===== src/rtl/fetch_pkg.sv =====
// fetch_pkg: shared definitions for the instruction prefetch unit.
//   fetch_state_t  - run/idle/debug control states
//   IF_*_OFS       - bit offsets inside an in-flight tracker entry
//                    {addr, is_dbg, valid}, addr starting at IF_ADDR_OFS
//   clog2()        - pointer width helper for the FIFO
package fetch_pkg;

  typedef enum logic [1:0] {
    ST_IDLE = 2'd0,
    ST_RUN  = 2'd1,
    ST_DBG  = 2'd2
  } fetch_state_t;

  localparam int IF_VALID_OFS = 0;
  localparam int IF_DBG_OFS   = 1;
  localparam int IF_ADDR_OFS  = 2;

  function automatic int clog2(input int value);
    int result;
    int v;
    result = 0;
    v      = value - 1;
    while (v > 0) begin
      result = result + 1;
      v      = v >> 1;
    end
    return result;
  endfunction

endpackage


===== src/rtl/fetch_fifo.sv =====
// fetch_fifo: prefetch FIFO holding {instruction, pc} pairs.
// Ports:
//   clk, rst_n          - clock, synchronous active-low clear
//   flush               - synchronous clear (push/pop ignored that cycle)
//   push, push_data     - write request and data (dropped when full, unless popping)
//   pop                 - read request (ignored when empty)
//   head                - combinational head entry
//   count, full, empty  - occupancy status
module fetch_fifo
  import fetch_pkg::*;
#(
  parameter int WIDTH = 32,
  parameter int DEPTH = 4,
  localparam int PTR_W = clog2(DEPTH),
  localparam int CNT_W = PTR_W + 1
) (
  input  logic             clk,
  input  logic             rst_n,
  input  logic             flush,
  input  logic             push,
  input  logic [WIDTH-1:0] push_data,
  input  logic             pop,
  output logic [WIDTH-1:0] head,
  output logic [CNT_W-1:0] count,
  output logic             full,
  output logic             empty
);

  logic [WIDTH-1:0] mem [DEPTH];
  logic [PTR_W-1:0] rd_ptr;
  logic [PTR_W-1:0] wr_ptr;
  logic [CNT_W-1:0] cnt;
  logic             do_push;
  logic             do_pop;

  // Qualify requests; a push into a full FIFO is allowed only alongside a pop.
  always_comb begin
    do_pop  = pop & (cnt != '0) & ~flush;
    do_push = push & ((cnt != CNT_W'(DEPTH)) | do_pop) & ~flush;
  end

  // Pointer and occupancy registers.
  always_ff @(posedge clk) begin
    if (!rst_n || flush) begin
      rd_ptr <= '0;
      wr_ptr <= '0;
      cnt    <= '0;
    end else begin
      if (do_push) wr_ptr <= wr_ptr + PTR_W'(1);
      if (do_pop)  rd_ptr <= rd_ptr + PTR_W'(1);
      case ({do_push, do_pop})
        2'b10:   cnt <= cnt + CNT_W'(1);
        2'b01:   cnt <= cnt - CNT_W'(1);
        default: cnt <= cnt;
      endcase
    end
  end

  // Storage write; contents need no clear since the head is qualified by count.
  always_ff @(posedge clk) begin
    if (do_push) mem[wr_ptr] <= push_data;
  end

  assign head  = mem[rd_ptr];
  assign count = cnt;
  assign full  = (cnt == CNT_W'(DEPTH));
  assign empty = (cnt == '0);

endmodule


===== src/rtl/fetch_prefetch.sv =====
// fetch_prefetch: sequential instruction prefetcher between program ROM and decode.
// Ports:
//   clk, rst_n                      - clock, synchronous active-low reset
//   rom_ren/rom_raddr (out, reg)    - ROM read strobe/address
//   rom_rdata                       - ROM data, valid ROM_LAT cycles after rom_ren
//   dbg_en                          - debug mode: halts fetch, pc <= 0, flush
//   dbg_rom_ren/dbg_rom_raddr       - debug ROM read (priority over fetch)
//   dbg_rom_rdata/dbg_rom_rvalid    - registered debug read return (one-cycle pulse)
//   dbg_inst_en/dbg_inst            - inject an instruction (pc 0) into the FIFO
//   timer_state                     - run enable
//   pc_wen/pc_wdata                 - redirect (ignored in debug)
//   inst_valid/inst_ready/inst/inst_pc - decoder valid/ready interface (FIFO head)
module fetch_prefetch
  import fetch_pkg::*;
#(
  parameter int ADDR_W     = 24,
  parameter int DATA_W     = 8,
  parameter int ROM_LAT    = 1,
  parameter int FIFO_DEPTH = 4
) (
  input  logic              clk,
  input  logic              rst_n,
  output logic              rom_ren,
  output logic [ADDR_W-1:0] rom_raddr,
  input  logic [DATA_W-1:0] rom_rdata,
  input  logic              dbg_en,
  input  logic              dbg_rom_ren,
  input  logic [ADDR_W-1:0] dbg_rom_raddr,
  output logic [DATA_W-1:0] dbg_rom_rdata,
  output logic              dbg_rom_rvalid,
  input  logic              dbg_inst_en,
  input  logic [DATA_W-1:0] dbg_inst,
  input  logic              timer_state,
  input  logic              pc_wen,
  input  logic [ADDR_W-1:0] pc_wdata,
  output logic              inst_valid,
  input  logic              inst_ready,
  output logic [DATA_W-1:0] inst,
  output logic [ADDR_W-1:0] inst_pc
);

  localparam int CNT_W  = clog2(FIFO_DEPTH) + 1;
  localparam int ENT_W  = ADDR_W + IF_ADDR_OFS;
  localparam int PUSH_W = DATA_W + ADDR_W;

  fetch_state_t      state;
  fetch_state_t      state_nxt;
  logic [ADDR_W-1:0] pc;
  logic [ADDR_W-1:0] pc_nxt;
  logic              rom_is_dbg;              // tag of the read currently on rom_ren
  logic              rom_ren_nxt;
  logic              rom_is_dbg_nxt;
  logic [ADDR_W-1:0] rom_raddr_nxt;
  logic [ENT_W-1:0]  pipe     [ROM_LAT];      // pipe[ROM_LAT-1] lines up with rom_rdata
  logic [ENT_W-1:0]  pipe_nxt [ROM_LAT];
  logic [ENT_W-1:0]  exit_entry;
  logic              dbg_entry;
  logic              redirect;
  logic              fetch_ret;
  logic              dbg_ret;
  logic              issue;
  logic [7:0]        inflight;
  logic              fifo_flush;
  logic              fifo_push;
  logic [PUSH_W-1:0] fifo_push_data;
  logic              fifo_pop;
  logic [PUSH_W-1:0] fifo_head;
  logic [CNT_W-1:0]  fifo_count;
  logic              fifo_full;
  logic              fifo_empty;

  // Per-cycle events: flushes, returns leaving the tracker, and fetch credit.
  always_comb begin
    dbg_entry  = dbg_en & (state != ST_DBG);
    redirect   = pc_wen & ~dbg_en & (state != ST_DBG);
    exit_entry = pipe[ROM_LAT-1];
    // A fetch return in a flush cycle belongs to the old stream and is dropped.
    fetch_ret  = exit_entry[IF_VALID_OFS] & ~exit_entry[IF_DBG_OFS] & ~redirect & ~dbg_entry;
    dbg_ret    = exit_entry[IF_VALID_OFS] & exit_entry[IF_DBG_OFS] & ~dbg_entry;
    inflight   = 8'(rom_ren & ~rom_is_dbg);
    for (int i = 0; i < ROM_LAT; i++) begin
      inflight = inflight + 8'(pipe[i][IF_VALID_OFS] & ~pipe[i][IF_DBG_OFS]);
    end
    // Reserving FIFO space at issue time means a fetch return never meets a full FIFO.
    issue = (state == ST_RUN) & ~dbg_en & ~redirect & ~dbg_rom_ren &
            ((8'(fifo_count) + inflight) < 8'(FIFO_DEPTH));
  end

  // Next ROM request, pc and tracker contents.
  always_comb begin
    rom_ren_nxt    = dbg_rom_ren | issue;
    rom_is_dbg_nxt = dbg_rom_ren;
    rom_raddr_nxt  = rom_raddr;
    if (dbg_rom_ren) begin
      rom_raddr_nxt = dbg_rom_raddr;
    end else if (issue) begin
      rom_raddr_nxt = pc;
    end else begin
      rom_raddr_nxt = rom_raddr;
    end

    pc_nxt = pc;
    if (dbg_entry) begin
      pc_nxt = '0;
    end else if (redirect) begin
      pc_nxt = pc_wdata;
    end else if (issue) begin
      pc_nxt = pc + ADDR_W'(1);
    end else begin
      pc_nxt = pc;
    end

    // Redirect kills fetch entries only; debug entry kills everything in flight.
    pipe_nxt[0]                        = '0;
    pipe_nxt[0][IF_VALID_OFS]          = rom_ren & ~dbg_entry & (rom_is_dbg | ~redirect);
    pipe_nxt[0][IF_DBG_OFS]            = rom_is_dbg;
    pipe_nxt[0][IF_ADDR_OFS +: ADDR_W] = rom_raddr;
    for (int i = 1; i < ROM_LAT; i++) begin
      pipe_nxt[i]               = pipe[i-1];
      pipe_nxt[i][IF_VALID_OFS] = pipe[i-1][IF_VALID_OFS] & ~dbg_entry &
                                  (pipe[i-1][IF_DBG_OFS] | ~redirect);
    end
  end

  // FIFO write source selection and decoder side.
  always_comb begin
    fifo_flush = redirect | dbg_entry;
    fifo_pop   = inst_valid & inst_ready;
    if (fetch_ret) begin
      fifo_push      = 1'b1;
      fifo_push_data = {rom_rdata, exit_entry[IF_ADDR_OFS +: ADDR_W]};
    end else if (dbg_inst_en & ~fifo_full) begin
      fifo_push      = 1'b1;
      fifo_push_data = {dbg_inst, {ADDR_W{1'b0}}};
    end else begin
      fifo_push      = 1'b0;
      fifo_push_data = '0;
    end
    inst_valid = ~fifo_empty;
    if (inst_valid) begin
      inst    = fifo_head[ADDR_W +: DATA_W];
      inst_pc = fifo_head[ADDR_W-1:0];
    end else begin
      inst    = '0;
      inst_pc = '0;
    end
  end

  // Control state transitions, debug first.
  always_comb begin
    state_nxt = state;
    if (dbg_en) begin
      state_nxt = ST_DBG;
    end else begin
      case (state)
        ST_DBG:  state_nxt = ST_IDLE;
        ST_IDLE: state_nxt = timer_state ? ST_RUN : ST_IDLE;
        ST_RUN:  state_nxt = timer_state ? ST_RUN : ST_IDLE;
        default: state_nxt = ST_IDLE;
      endcase
    end
  end

  // State, pc, ROM request, tracker and debug return registers.
  always_ff @(posedge clk) begin
    if (!rst_n) begin
      state          <= ST_IDLE;
      pc             <= '0;
      rom_ren        <= 1'b0;
      rom_is_dbg     <= 1'b0;
      rom_raddr      <= '0;
      dbg_rom_rvalid <= 1'b0;
      dbg_rom_rdata  <= '0;
      for (int i = 0; i < ROM_LAT; i++) pipe[i] <= '0;
    end else begin
      state          <= state_nxt;
      pc             <= pc_nxt;
      rom_ren        <= rom_ren_nxt;
      rom_is_dbg     <= rom_is_dbg_nxt;
      rom_raddr      <= rom_raddr_nxt;
      dbg_rom_rvalid <= dbg_ret;
      if (dbg_ret) dbg_rom_rdata <= rom_rdata;
      for (int i = 0; i < ROM_LAT; i++) pipe[i] <= pipe_nxt[i];
    end
  end

  fetch_fifo #(
    .WIDTH (PUSH_W),
    .DEPTH (FIFO_DEPTH)
  ) u_fifo (
    .clk       (clk),
    .rst_n     (rst_n),
    .flush     (fifo_flush),
    .push      (fifo_push),
    .push_data (fifo_push_data),
    .pop       (fifo_pop),
    .head      (fifo_head),
    .count     (fifo_count),
    .full      (fifo_full),
    .empty     (fifo_empty)
  );

endmodule


===== config.mk =====
export PLATFORM = sky130hd
export DESIGN_NAME = fetch_prefetch
export DESIGN_NICKNAME = d
export VERILOG_FILES = /design/src/rtl/fetch_pkg.sv /design/src/rtl/fetch_fifo.sv /design/src/rtl/fetch_prefetch.sv
export SDC_FILE = /design/constraint.sdc
export NUM_CORES = 1
export LEC_CHECK = 0
export CORE_MARGIN = 3
export CORE_UTILIZATION = 40
export CTS_CLUSTER_DIAMETER = 150
export DETAILED_ROUTE_END_ITERATION = 10
export PLACE_DENSITY = 0.74
export RECOVER_POWER = 100
export SETUP_SLACK_MARGIN = 0.4
export SLEW_MARGIN = 20
export SYNTH_ARGS = -nofsm -noshare
export SYNTH_HDL_FRONTEND = slang
export SYNTH_SLANG_ARGS = --single-unit

===== constraint.sdc =====
create_clock -name clk -period 4.1 [get_ports clk]
set_input_delay 0.615 -clock clk [delete_from_list [all_inputs] [get_ports clk]]
set_output_delay 0.615 -clock clk [all_outputs]
set_load 0.02 [all_outputs]

# After elaboration in Yosys (flattened, before gate mapping)
# Memory sizes are Yosys's and may differ from the RTL's. A register that Yosys moved wholly into a read port is not among the register bits.
# Index checks and enable logic that the tools add are counted.
word_totals:
  in_bits: 72
  output_inout_bits: 67
  ram_bits: 154
  register_bits: 68
  mem_count: 2
  wordCells: 99
classes:
  n_bitwise: 38
  mux: 22
  n_addsub: 7
  n_reduce_logical: 12
  eq_ne: 6
  order_cmp: 1
mem_list:
  columns: ["name", "words", "word_bits", "rd", "rd_clocked_by_memory_dff", "wr", "line", "text"]
  rows:
  - ["u_fifo.mem", 4, 32, 1, 1, 1, "fetch_fifo.sv:29", "logic [WIDTH-1:0] mem [DEPTH];"]
  - ["pipe", 1, 26, 1, 0, 1, "fetch_prefetch.sv:54", "logic [ENT_W-1:0] pipe [ROM_LAT];"]
op_table:
  columns: ["cell", "count"]
  rows:
  - ["24-bit two-way mux", 5]
  - ["32-bit two-way mux", 2]
  - ["26-bit two-way mux", 1]
  - ["26-bit OR reduction", 1]
  - ["24-bit by 1-bit adder with 24-bit output (second input constant)", 1]
  - ["1-bit bitwise AND", 20]
  - ["1-bit by 8-bit bitwise AND with 8-bit output", 2]
  - ["1-bit NOT with 8-bit output", 2]
  - ["1-bit NOT", 10]
  - ["1-bit two-way mux", 9]
  - ["3-bit by 8-bit adder with 8-bit output", 1]
  - ["8-bit adder", 1]
  - ["8-bit by 3-bit < comparator with 1-bit output (second input constant)", 1]
  - ["8-bit two-way mux", 1]
  - ["2-bit two-way mux", 3]
  - ["3-bit one-hot mux with 2 select lines", 1]
  - ["2-bit nonzero test", 3]
  - ["2-bit by 1-bit adder with 2-bit output (second input constant)", 2]
  - ["2-bit by 1-bit equality test with 1-bit output (second input constant)", 2]
  - ["1-bit bitwise OR", 4]
  - ["2-bit OR reduction", 2]
  - ["3-bit by 1-bit adder with 3-bit output (second input constant)", 1]
  - ["3-bit equality test (second input constant)", 1]
  - ["3-bit logical NOT", 1]
  - ["9 further kinds", 9]

# Longest topological paths before layout
depth:
  ltp_word: 11
  mapped_depth: 11
  ltp_nobuf: 10

# Cells and area by module
# Synthesis repeated with hierarchy kept, for this count alone.
unflattened:
  cells_unflattened: 718
  hier_area_um2: 9285.2
modules_own_cells:
  columns: ["mod", "n_inst", "cells_per_inst", "area_per_inst_um2", "seq_area_each_um2"]
  rows:
  - ["fetch_fifo", 1, 223, 5109.9, 4023.9]
  - ["fetch_prefetch", 1, 495, 4175.3, 1741.7]

# Worst setup path after synthesis
# OpenSTA, ideal clock, no wires.
synth_path:
  kind: "reg2reg"
  start: "mem pipe[0][0] in the netlist's numbering"
  end: "reg pc[9]"
  slack_ns: 1.432
  n_path_buf: 3
  arrival_time_ns: 2.589
  period_less_slack_ns: 2.668
  path_stages_with_launch: 11
  t_required_ns: 4.021
  setup_ns: 0.079
  cell_sequence: "dfxtp_1 -> nor2b_1 -> clkbuf_1 -> ha_1 -> a21o_1 -> a211o_1 -> buf_6 -> or3_1 -> buf_2 -> or3_1 -> o211ai_1"
synth_between:
  elab_chain_len: 7
synth_rtl:
  columns: ["element", "line", "text"]
  rows:
  - ["from (decl)", "fetch_prefetch.sv:54", null]
  - ["memory read 1 x 26 bit", null, null]
  - ["1-bit by 8-bit bitwise AND with 8-bit output", "fetch_prefetch.sv:82", "inflight = inflight + 8'(pipe[i][IF_VALID_OFS] & ~pipe[i][IF_DBG_OFS]);"]
  - ["8-bit adder", "fetch_prefetch.sv:82", null]
  - ["3-bit by 8-bit adder with 8-bit output", "fetch_prefetch.sv:86", "((8'(fifo_count) + inflight) < 8'(FIFO_DEPTH));"]
  - ["8-bit by 3-bit < comparator with 1-bit output", "fetch_prefetch.sv:86", null]
  - ["1-bit bitwise AND", "fetch_prefetch.sv:85", "issue = (state == ST_RUN) & ~dbg_en & ~redirect & ~dbg_rom_ren &"]
  - ["2-bit nonzero test (no source line)", null, null]
  - ["to (signal assigned)", "fetch_prefetch.sv:177", "pc <= pc_nxt;"]
  - ["to (decl)", "fetch_prefetch.sv:48", "logic [ADDR_W-1:0] pc;"]
# Every way passes these cells.
# A chain may end at the register's enable or synchronous reset.

# Worst setup path after layout
layout_path:
  start: "in pc_wen"
  end: "mem u_fifo.mem[1][13] (enable)"
layout_between:
  elab_chain_len: 10
  elab_cells_between_ends: 14
  classes_between: "3 x mux; 11 x bitwise"
layout_rtl:
  columns: ["element", "line", "text"]
  rows:
  - ["from (decl)", "fetch_prefetch.sv:34", "input logic pc_wen,"]
  - ["1-bit bitwise AND * (2 in a row)", "fetch_prefetch.sv:75", "redirect = pc_wen & ~dbg_en & (state != ST_DBG);"]
  - ["1-bit NOT / 1-bit bitwise OR (equally long branches)", "fetch_prefetch.sv:78, fetch_prefetch.sv:127", null]
  - ["1-bit bitwise AND / 1-bit NOT (equally long branches)", "fetch_prefetch.sv:78, fetch_fifo.sv:38, fetch_fifo.sv:39", null]
  - ["1-bit bitwise AND, on equally long branches", "fetch_prefetch.sv:78, fetch_fifo.sv:38", null]
  - ["1-bit two-way mux / 1-bit bitwise OR (equally long branches)", "fetch_prefetch.sv:129, fetch_fifo.sv:39", null]
  - ["1-bit bitwise AND", "fetch_fifo.sv:39", "do_push = push & ((cnt != CNT_W'(DEPTH)) | do_pop) & ~flush;"]
  - ["1-bit bitwise AND *", "fetch_fifo.sv:39", null]
  - ["1-bit two-way mux *", "fetch_fifo.sv:61", "if (do_push) mem[wr_ptr] <= push_data;"]
  - ["1-bit two-way mux (implied by the code) *", "fetch_fifo.sv:61", null]
  - ["to (decl)", "fetch_fifo.sv:29", null]
# Mark *: on every way between the ends. The rest lies on a longest branch, timed or not.

==> results.cfg <==
[run_status]
status = finished, violations left
violations = max-capacitance violations, max-slew violations

[route]
finalWirelength_um = 20700
drt_iter0_drc = 346
ant_nets = 0
drt-vias-per-instance = 5.08
num_vias = 5905
firstDrtPassIters = 4
drcViolationCount = 0
wire_per_inst_um = 17.8

[yosys]
synth_top_cell_by_area = edfxtp_1
synth.most_common_cell = edfxtp_1
ys_warn_count = 0
ys_seq_area_frac = 0.619
synthFlopType = edfxtp_1
ys_types = 48
synthArstFlopShare = 0
synth_area_leaders = edfxtp_1 (41%), dfxtp_1 (21%), mux4_2 (7.7%)
synth_edf_count = 128
ys_seq_elements = 224
syn-instance-count = 723
synth_commonest_cells = edfxtp_1 (128), dfxtp_1 (96), and2_1 (64)
avgSynthCellArea_um2 = 12.9
yosysTopAreaCellShare = 0.413
synthesis.nets = 803
syn_area_mm2 = 0.00932

[hold_path]
hp-start = rom_raddr[7]
hold_path.class = register to register
holdPathStages = 1
whs_endpoint = pipe[0][9]

[setup_path]
reg2reg_to = pc[22]
rrSetupSlack_ps = 600
r2r_start = pipe[0][0]
critPathKind = primary input to register
endpoint_kind = register
required_ps = 4210
crit_arrival_ps = 3620
cp_max_fo = 32
rr_worst_depth = 8
cp-start-kind = primary input

[floorplan]
start_util = 0.409
dieArea_mm2 = 0.0252
fp.dieW_um = 159
io_pins = 139
row_count = 55
die_y_um = 159
coreArea_mm2 = 0.0228

[timing]
final_max_slew_viol_count = 43
holdWs_ps = 470
finalCritPeriodShare = 0.855
fin_setup_tns_ps = 0
rsz0062_at_grt = false
finalWorstSetupSlack_ps = 595
slew_headroom = -0.0435
worst_pin_slew_ps = 1570
setup_viol = 0
max_clock_freq_ghz = 0.285
finalHoldViolCount = 0
fin_skew_ps = 9.50
period_needed_ps = 3510

[cts]
cts_setup_buffers = 0
cts_tree = built
cts_buffer_depth = 3
clock_latency_ps = 490
htree_levels = 1
cts_made_buffers = 23
cts_hold_buf = 0
post_cts_resized = 0
clk_pin_slew_worst_paths_ps = 60
cts-root-buf = clkbuf_16
cts_num_sinks = 224

[placed_design]
hpwl_um = 14400
place_area_mm2 = 0.0108
port_buffers = 138
pre_cts_slack_ps = 648
gp_congestion = 0.892

[power_and_ir_drop]
comb_power_share = 0.069
intPower_mw = 3.86
power_leakage_nw = 4.22
p_per_area_mw_per_mm2 = 422
seq_power_share = 0.503
irDropWorstVdd_uv = 212
p_clk_frac = 0.429
p_sw_frac = 0.209
power.switching_mw = 1.02

[global_route]
grt_max_degree = 43
grt_usage = 0.164
grt_pass1_vias = 5931
grt_pass1_wl_um = 32500
gr-total-overflow = 0
antenna_found_initial = 0

[final_layout]
antennaDiodeCount = 0
area_growth_pct = 24.3
drive_above_1_share = 0.0966
fin_nets = 913
post-route-util = 0.508
final_cell_area_mm2 = 0.0116

[job]
cap_violations = 1
## layer usage
metal  GRT usage  part of all wire  up-vias
li1            -                 -     2853
met1       0.232              0.45     2844
met2       0.264              0.47      180
met3      0.0250             0.058       28
met4      0.0467             0.024        0
met5           0                 0        -
## power groups by stage
stage          registers [mW]  logic [mW]  clock network [mW]
2_1_floorplan            2.49       0.197                   0
5_1_grt                  2.46       0.363                2.24
3_3_place_gp             2.50       0.345                   0
6_report                 2.46       0.335                2.09
3_5_place_dp             2.51       0.347                   0
4_1_cts                  2.46       0.350                2.14
## layout by cell type, fill, tap and decap left out, types with 13 or more instances in the layout
cell / n
inv_1: 16
nand2_1: 34
and3_1: 28
nand3_1: 23
clkdlybuf4s50_1: 70
dlygate4sd3_1: 67
dfxtp_1: 95
and2_1: 45
edfxtp_1: 128
nor3_1: 17
nor2_1: 40
and2_0: 19
a21boi_0: 13
o21ai_0: 16
clkbuf_16: 23
mux4_2: 32
## metrics by stage
| step | instances | total power, mW |
|---|---|---|
| final | 1162 | 4.89 |
| after global routing | 1162 | 5.07 |
| after CTS | 1162 | 4.95 |
| after detailed placement | 1121 | 2.85 |
| after global placement | 1121 | 2.85 |
| after floorplan | 723 | 2.69 |
## critical path, cell delays in order
cell and delay (ps):
dlygate4sd3_1 650, o21ai_0 380, buf_4 300, a21boi_0 740, and2_0 210, clkbuf_2 680
## registers in the layout (all words and copies together), names as in the netlist, named ones only
| signal | flops |
|---|---|
| u_fifo.mem | 128 |
| pipe | 26 |
| pc | 24 |
| rom_raddr | 24 |
| dbg_rom_rdata | 8 |
| u_fifo.count | 3 |
| state | 2 |
| u_fifo.rd_ptr | 2 |
| u_fifo.wr_ptr | 2 |
| dbg_rom_rvalid | 1 |
| rom_is_dbg | 1 |
| rom_ren | 1 |
## worst max path at each step
stage          startpoint                end  slack, ps  cells after the start
6_report           pc_wen  u_fifo.mem[1][13]        590                      6
5_1_grt            pc_wen   u_fifo.mem[1][4]        350                      6
4_1_cts          register         inst_pc[3]        760                      4
3_5_place_dp       pc_wen    u_fifo.count[2]        650                     11
3_3_place_gp       pc_wen    u_fifo.count[2]        790                     11
2_1_floorplan  pipe[0][0]              pc[9]       1430                     10
## final cells by class
cell class              count  area, um^2
fillers                  1969       11200
flip-flops and latches    224        5770
multi-input cells         414        3120
repair buffers            154        1480
clock buffers              25         583
well taps                 313         392
clock inverters            16         183
inverters                  16        60.1
## logic make-up after synthesis
logic type / share of synthesized area
and+or+nand+nor: 0.139
DFF: 0.619
AOI/OAI and AO/OA: 0.0794
buffers and inverters: 0.0459
muxes: 0.0881
xor gates and xnor gates: 0.0169
adders and majority gates: 0.0116
No activity file was read; power rests on OpenSTA's default activity.
